===== src/rtl/shift_seq_ctrl.sv =====
// rtl/shift_seq_ctrl.sv - sequencing controller for a 4-bit universal shift/load register
module shift_seq_ctrl #(
  parameter logic [1:0] SEL_HOLD  = 2'b00,
  parameter logic [1:0] SEL_LOAD  = 2'b10,
  parameter logic [1:0] SEL_SHIFT = 2'b11
) (
  input  logic       i_clk,
  input  logic       i_rst,
  input  logic       i_start,
  input  logic [1:0] i_mode,
  input  logic [2:0] i_count,
  input  logic [3:0] i_sdata,
  input  logic       i_a_msb,
  output logic       o_shift,
  output logic       o_load,
  output logic       o_serial,
  output logic       o_busy,
  output logic       o_done,
  output logic [3:0] o_out_word
);

  typedef enum logic [1:0] {
    S_IDLE  = 2'd0,
    S_LOAD  = 2'd1,
    S_SHIFT = 2'd2,
    S_DONE  = 2'd3
  } state_t;

  localparam logic [1:0] MODE_LOAD       = 2'b00;
  localparam logic [1:0] MODE_SHIFT      = 2'b01;
  localparam logic [1:0] MODE_LOAD_SHIFT = 2'b10;
  localparam logic [1:0] MODE_ROTATE     = 2'b11;

  state_t     r_state;
  state_t     w_next_state;
  logic [1:0] r_mode;
  logic [2:0] r_cnt;
  logic [3:0] r_sbuf;
  logic [3:0] r_out_word;
  logic [2:0] w_eff_cnt;
  logic [1:0] w_sel;
  logic       w_serial;
  logic       w_busy;
  logic       w_done;
  logic       w_accept;

  // A zero count means a full word; anything above four is clamped to a full word.
  assign w_eff_cnt = ((i_count == 3'd0) || (i_count > 3'd4)) ? 3'd4 : i_count;

  // Commands are only taken while idle; start elsewhere is dropped, not queued.
  assign w_accept = (r_state == S_IDLE) && i_start;

  // State register; reset wins over any start in the same cycle.
  always_ff @(posedge i_clk) begin
    if (i_rst) begin
      r_state <= S_IDLE;
    end else begin
      r_state <= w_next_state;
    end
  end

  // Next-state and Moore output decode; serial follows a_msb combinationally while rotating.
  always_comb begin
    w_next_state = r_state;
    w_sel        = SEL_HOLD;
    w_serial     = 1'b0;
    w_busy       = 1'b0;
    w_done       = 1'b0;
    case (r_state)
      S_IDLE: begin
        if (i_start) begin
          if ((i_mode == MODE_LOAD) || (i_mode == MODE_LOAD_SHIFT)) begin
            w_next_state = S_LOAD;
          end else begin
            w_next_state = S_SHIFT;
          end
        end
      end
      S_LOAD: begin
        w_sel  = SEL_LOAD;
        w_busy = 1'b1;
        if (r_mode == MODE_LOAD_SHIFT) begin
          w_next_state = S_SHIFT;
        end else begin
          w_next_state = S_DONE;
        end
      end
      S_SHIFT: begin
        w_sel  = SEL_SHIFT;
        w_busy = 1'b1;
        if (r_mode == MODE_ROTATE) begin
          w_serial = i_a_msb;
        end else begin
          w_serial = r_sbuf[0];
        end
        if (r_cnt <= 3'd1) begin
          w_next_state = S_DONE;
        end
      end
      S_DONE: begin
        w_done       = 1'b1;
        w_next_state = S_IDLE;
      end
      default: begin
        w_next_state = S_IDLE;
      end
    endcase
  end

  // Command capture on accept, then per-shift bookkeeping of source bits, count and result.
  always_ff @(posedge i_clk) begin
    if (i_rst) begin
      r_mode     <= MODE_LOAD;
      r_cnt      <= 3'd0;
      r_sbuf     <= 4'd0;
      r_out_word <= 4'd0;
    end else if (w_accept) begin
      r_mode     <= i_mode;
      r_cnt      <= w_eff_cnt;
      r_sbuf     <= i_sdata;
      r_out_word <= 4'd0;
    end else if (r_state == S_SHIFT) begin
      r_out_word <= {r_out_word[2:0], i_a_msb};
      r_sbuf     <= {1'b0, r_sbuf[3:1]};
      r_cnt      <= r_cnt - 3'd1;
    end
  end

  assign o_shift    = w_sel[1];
  assign o_load     = w_sel[0];
  assign o_serial   = w_serial;
  assign o_busy     = w_busy;
  assign o_done     = w_done;
  assign o_out_word = r_out_word;

  // MODE_SHIFT is named for readability of the decode; it has no dedicated branch.
  logic w_unused_mode;
  assign w_unused_mode = (r_mode == MODE_SHIFT);

endmodule

===== config.mk =====
export PLATFORM = sky130hd
export DESIGN_NAME = shift_seq_ctrl
export DESIGN_NICKNAME = d
export VERILOG_FILES = /design/src/rtl/shift_seq_ctrl.sv
export SDC_FILE = /design/constraint.sdc
export NUM_CORES = 1
export LEC_CHECK = 0
export ABC_AREA = 1
export BUFFER_PORTS_ARGS = -buffer_cell sky130_fd_sc_hd__buf_2
export CAP_MARGIN = 20
export CORE_MARGIN = 5
export CORE_UTILIZATION = 50
export DETAILED_ROUTE_END_ITERATION = 16
export MAX_ROUTING_LAYER = met4
export PLACE_DENSITY = 0.77
export SETUP_SLACK_MARGIN = 0.1
export SLEW_MARGIN = 40
export SYNTH_ARGS = -nofsm -noshare
export SYNTH_HDL_FRONTEND = slang
export SYNTH_SLANG_ARGS = --single-unit
export TNS_END_PERCENT = 30

===== constraint.sdc =====
create_clock -name i_clk -period 1.85 [get_ports i_clk]
set_clock_uncertainty 0.2 [all_clocks]
set_input_delay 0.2775 -clock i_clk [delete_from_list [all_inputs] [get_ports i_clk]]
set_output_delay 0.2775 -clock i_clk [all_outputs]
set_load 0.02 [all_outputs]

==> metrics.log <==
INFO  metric status = completed
INFO  metric worst_ir_drop_vdd = 0.000779 V
INFO  metric die_w = slightly above 50 um
INFO  metric synthesis.yosys.warnings = 0
INFO  metric route.detailed.vias_per_inst = just over 5
INFO  metric yosys.area.top_type = sky130_fd_sc_hd__dfxtp_1
INFO  metric grt.total_usage = 0.151
INFO  metric cp-start-kind = register
INFO  metric cts_tree = yes
INFO  metric routed_via_count = 796
INFO  metric synth_area_per_cell = roughly 7.2 um^2
INFO  metric cts.root.buffer_cell = sky130_fd_sc_hd__clkbuf_4
INFO  metric rsz0062_at_grt = true
INFO  metric antennaDiodeCount = 0
INFO  metric holdCritPathClass = primary input to register
INFO  metric slowest_stage = sky130_fd_sc_hd__dfxtp_2
INFO  metric drt-wirelength-per-cell = approximately 12 um
INFO  metric worst_setup_hold_path_clk_slew = approximately 0.09 ns
INFO  metric ctsHtreeMaxLevel = 1
INFO  metric critPathMostFrequentCell = sky130_fd_sc_hd__buf_4
INFO  metric setup_total_negative_slack = 0 ns
INFO  metric core_area = approximately 1500 um^2
INFO  metric overflow = 0
INFO  metric synth_sequential_area_ratio = 0.367
INFO  metric synth_seq_cells = 15
INFO  metric worst_path_largest_cell_delay = 0.38 ns
INFO  metric netlist_instances = approximately 110
INFO  metric synthesis.nets = between 100 and 150
INFO  metric worstSkewPairLatency = 0.29 ns
INFO  metric p_leak = between 0.4 and 0.5 nW
INFO  metric drt_wl_total = roughly 1.8 mm
INFO  metric drt_pre_antenna_iters = 4
INFO  metric max-cap-violations = 0
INFO  metric worst_ep_arrival_time = roughly 1.3 ns
INFO  metric max_freq = about 580 MHz
INFO  metric slew_at_the_pin_closest_to_its_max_slew_limit = around 0.27 ns
INFO  metric route.antenna.remaining_nets = 0
INFO  metric criticalPathCategory = register to primary output
INFO  metric min_period_over_period = 0.935
INFO  metric most_common_flop_cell_mapped_by_yosys = sky130_fd_sc_hd__dfxtp_1
INFO  metric fp.dieArea = roughly 2500 um^2
INFO  metric pin_count_of_the_biggest_net_entering_global_routing = 10
INFO  metric antenna_found_initial = 0
INFO  metric drcViolationCount = 0
INFO  metric layout_min_cycle_time = ~1.7 ns
INFO  metric top_level_ports = 22
INFO  metric post_cts_setup_repair_buffer_count = 0
INFO  metric cp_cell_sequence = inv_2 > ha_4 > buf_4 > buf_4
INFO  metric yosysUniqueCellTypes = 20
INFO  metric clock_sinks = 15
INFO  metric port-buffer-count = 21
INFO  metric drive_gt1_frac = 0.304
INFO  metric max-slew-margin-rel = 0.819
INFO  metric finish.net_count = 159
INFO  metric synth.most_common_cell = sky130_fd_sc_hd__nand2_1
INFO  metric slew_viol_final = 0
INFO  metric fp-row-count = 14
INFO  metric netlist_area_before_placement = 818 um^2
INFO  metric routabilityCongestion = roughly 0.78
INFO  metric required = approximately 1.4 ns
INFO  metric drc_violation_total_after_the_first_tritonroute_iteration = 8
INFO  metric synth-async-reset-ratio = 0
INFO  metric chipHeight = 50.5 um
INFO  metric area_delta_synth_final = 21.1%
INFO  metric pwr_density_cell = roughly 1400 nW/um^2
INFO  metric timing_hold_violations_final = 0
INFO  metric floorplan.initialDensity = 0.537
INFO  metric register_to_register_setup_slack = about 0.22 ns
INFO  metric yosys-top-cells-area = sky130_fd_sc_hd__dfxtp_1 37%, sky130_fd_sc_hd__nand2_1 14%, sky130_fd_sc_hd__ha_1 11%
INFO  metric timing.critical_path.to_type = primary output
INFO  metric synth_top_area_frac = 0.367
INFO  metric grt_pass1_vias = approximately 720
INFO  metric grt_first_pass_wirelength = 2.93 mm
INFO  metric max-clock-path-buffers = 2
INFO  metric final-setup-viol-count = 0
INFO  metric hpwlAfterDp = ~1.4 mm
INFO  metric post-route-util = 0.650
INFO  metric synth-edff-count = 0
INFO  metric cts_buffers = 3
INFO  metric synthTopCellsByCount = 31 x sky130_fd_sc_hd__nand2_1, 15 x sky130_fd_sc_hd__dfxtp_1, 13 x sky130_fd_sc_hd__a21oi_1
INFO  metric critical_path_peak_fanout = 9
registers in the layout, summed over array words and instances (netlist names):
register	cells
o_out_word	4
r_sbuf	4
r_cnt	3
r_mode	2
r_state	2
stage by stage:
stage	hold slack [ns]	setup slack [ns]	std cells	total power [W]	cell area, um^2
after floorplan	0.140	0.209	113	0.00105	822
after global placement	0.251	0.214	149	0.00117	936
after detailed placement	0.255	0.172	149	0.00119	936
after CTS	0.0313	0.0669	154	0.00141	991
after global routing	0.0466	0.0707	154	0.00154	991
final	0.0439	0.119	154	0.00142	991
report_power, final:
part / leakage, nW / total, W / switching [W] / internal, W
clock: 0.0177 / 0.000187 / 0.000106 / 0.0000804
sequential: 0.124 / 0.000493 / 0.0000803 / 0.000413
combinational: 0.321 / 0.000736 / 0.000460 / 0.000276
total: 0.463 / 0.00142 / 0.000646 / 0.000770
metal layers:
layer | vias up | share of wire | GRT usage
met1 | 366 | 0.41 | 0.169
met2 | 17 | 0.52 | 0.254
met3 | 2 | 0.058 | 0.0533
met4 | 0 | 0.0049 | 0.0383
met5 | - | 0 | -
li1 | 411 | - | -
worst paths after layout:
check,endpoint,cells after the start,start
max,o_load,4,r_state[0]$_SDFFE_PP0P_
min,o_out_word[0]$_SDFFE_PP0P_,3,i_a_msb
max reg2reg,r_cnt[1]$_SDFFE_PP0P_,8,r_state[0]$_SDFFE_PP0P_
min reg2reg,r_sbuf[0]$_SDFFE_PP0P_,2,r_sbuf[1]$_SDFFE_PP0P_
cell usage in the layout, fill, tap and decap left out:
cell / instances
sky130_fd_sc_hd__a21oi_1: 12
sky130_fd_sc_hd__a21oi_2: 3
sky130_fd_sc_hd__a31oi_1: 2
sky130_fd_sc_hd__buf_2: 20
sky130_fd_sc_hd__buf_4: 3
sky130_fd_sc_hd__clkbuf_4: 3
sky130_fd_sc_hd__clkinv_2: 1
sky130_fd_sc_hd__dfxtp_1: 13
sky130_fd_sc_hd__dfxtp_2: 2
sky130_fd_sc_hd__dlygate4sd3_1: 1
sky130_fd_sc_hd__ha_1: 6
sky130_fd_sc_hd__ha_4: 1
sky130_fd_sc_hd__inv_1: 9
sky130_fd_sc_hd__inv_2: 4
sky130_fd_sc_hd__nand2_1: 31
sky130_fd_sc_hd__nand2_2: 1
sky130_fd_sc_hd__nand3_1: 9
sky130_fd_sc_hd__nor2_1: 7
sky130_fd_sc_hd__nor2_2: 1
sky130_fd_sc_hd__nor2_4: 1
sky130_fd_sc_hd__o21ai_0: 2
sky130_fd_sc_hd__o21ai_1: 3
sky130_fd_sc_hd__o21ai_2: 1
sky130_fd_sc_hd__or2_2: 1
sky130_fd_sc_hd__xnor2_1: 1
layout make-up:
cell class	count	area [um^2]
fill	143	533
multi-input combinational	82	459
sequential	15	303
timing repair buffer	24	133
inverter	13	48.8
clock buffer	3	22.5
tap	16	20.0
clock inverter	1	5.00
what timing repair did:
item / CTS / global route
hold buffers: 1 / 0
setup endpoints to repair: 4 / 6
pin swaps: 0 / 0
resized for setup: 6 / 1
hold endpoints to repair: 3 / 0
kinds of logic (layout without fill, tap and decap cells):
group / count (synthesis) / count (layout) / synth area share
fa+ha+maj: 7 / 7 / 0.107
flops: 15 / 15 / 0.367
compound gates: 23 / 23 / 0.157
xor+xnor: 1 / 1 / 0.0107
simple gates: 51 / 51 / 0.266
buf+inv: 16 / 41 / 0.0917
worst max-delay path, delay by kind of cell (launching register included):
family / cells / cell delay (ns)
adders and majority gates: 1 / 0.18
buffers and inverters: 3 / 0.40
DFF: 1 / 0.38
No activity file was read; power rests on OpenSTA's default activity.
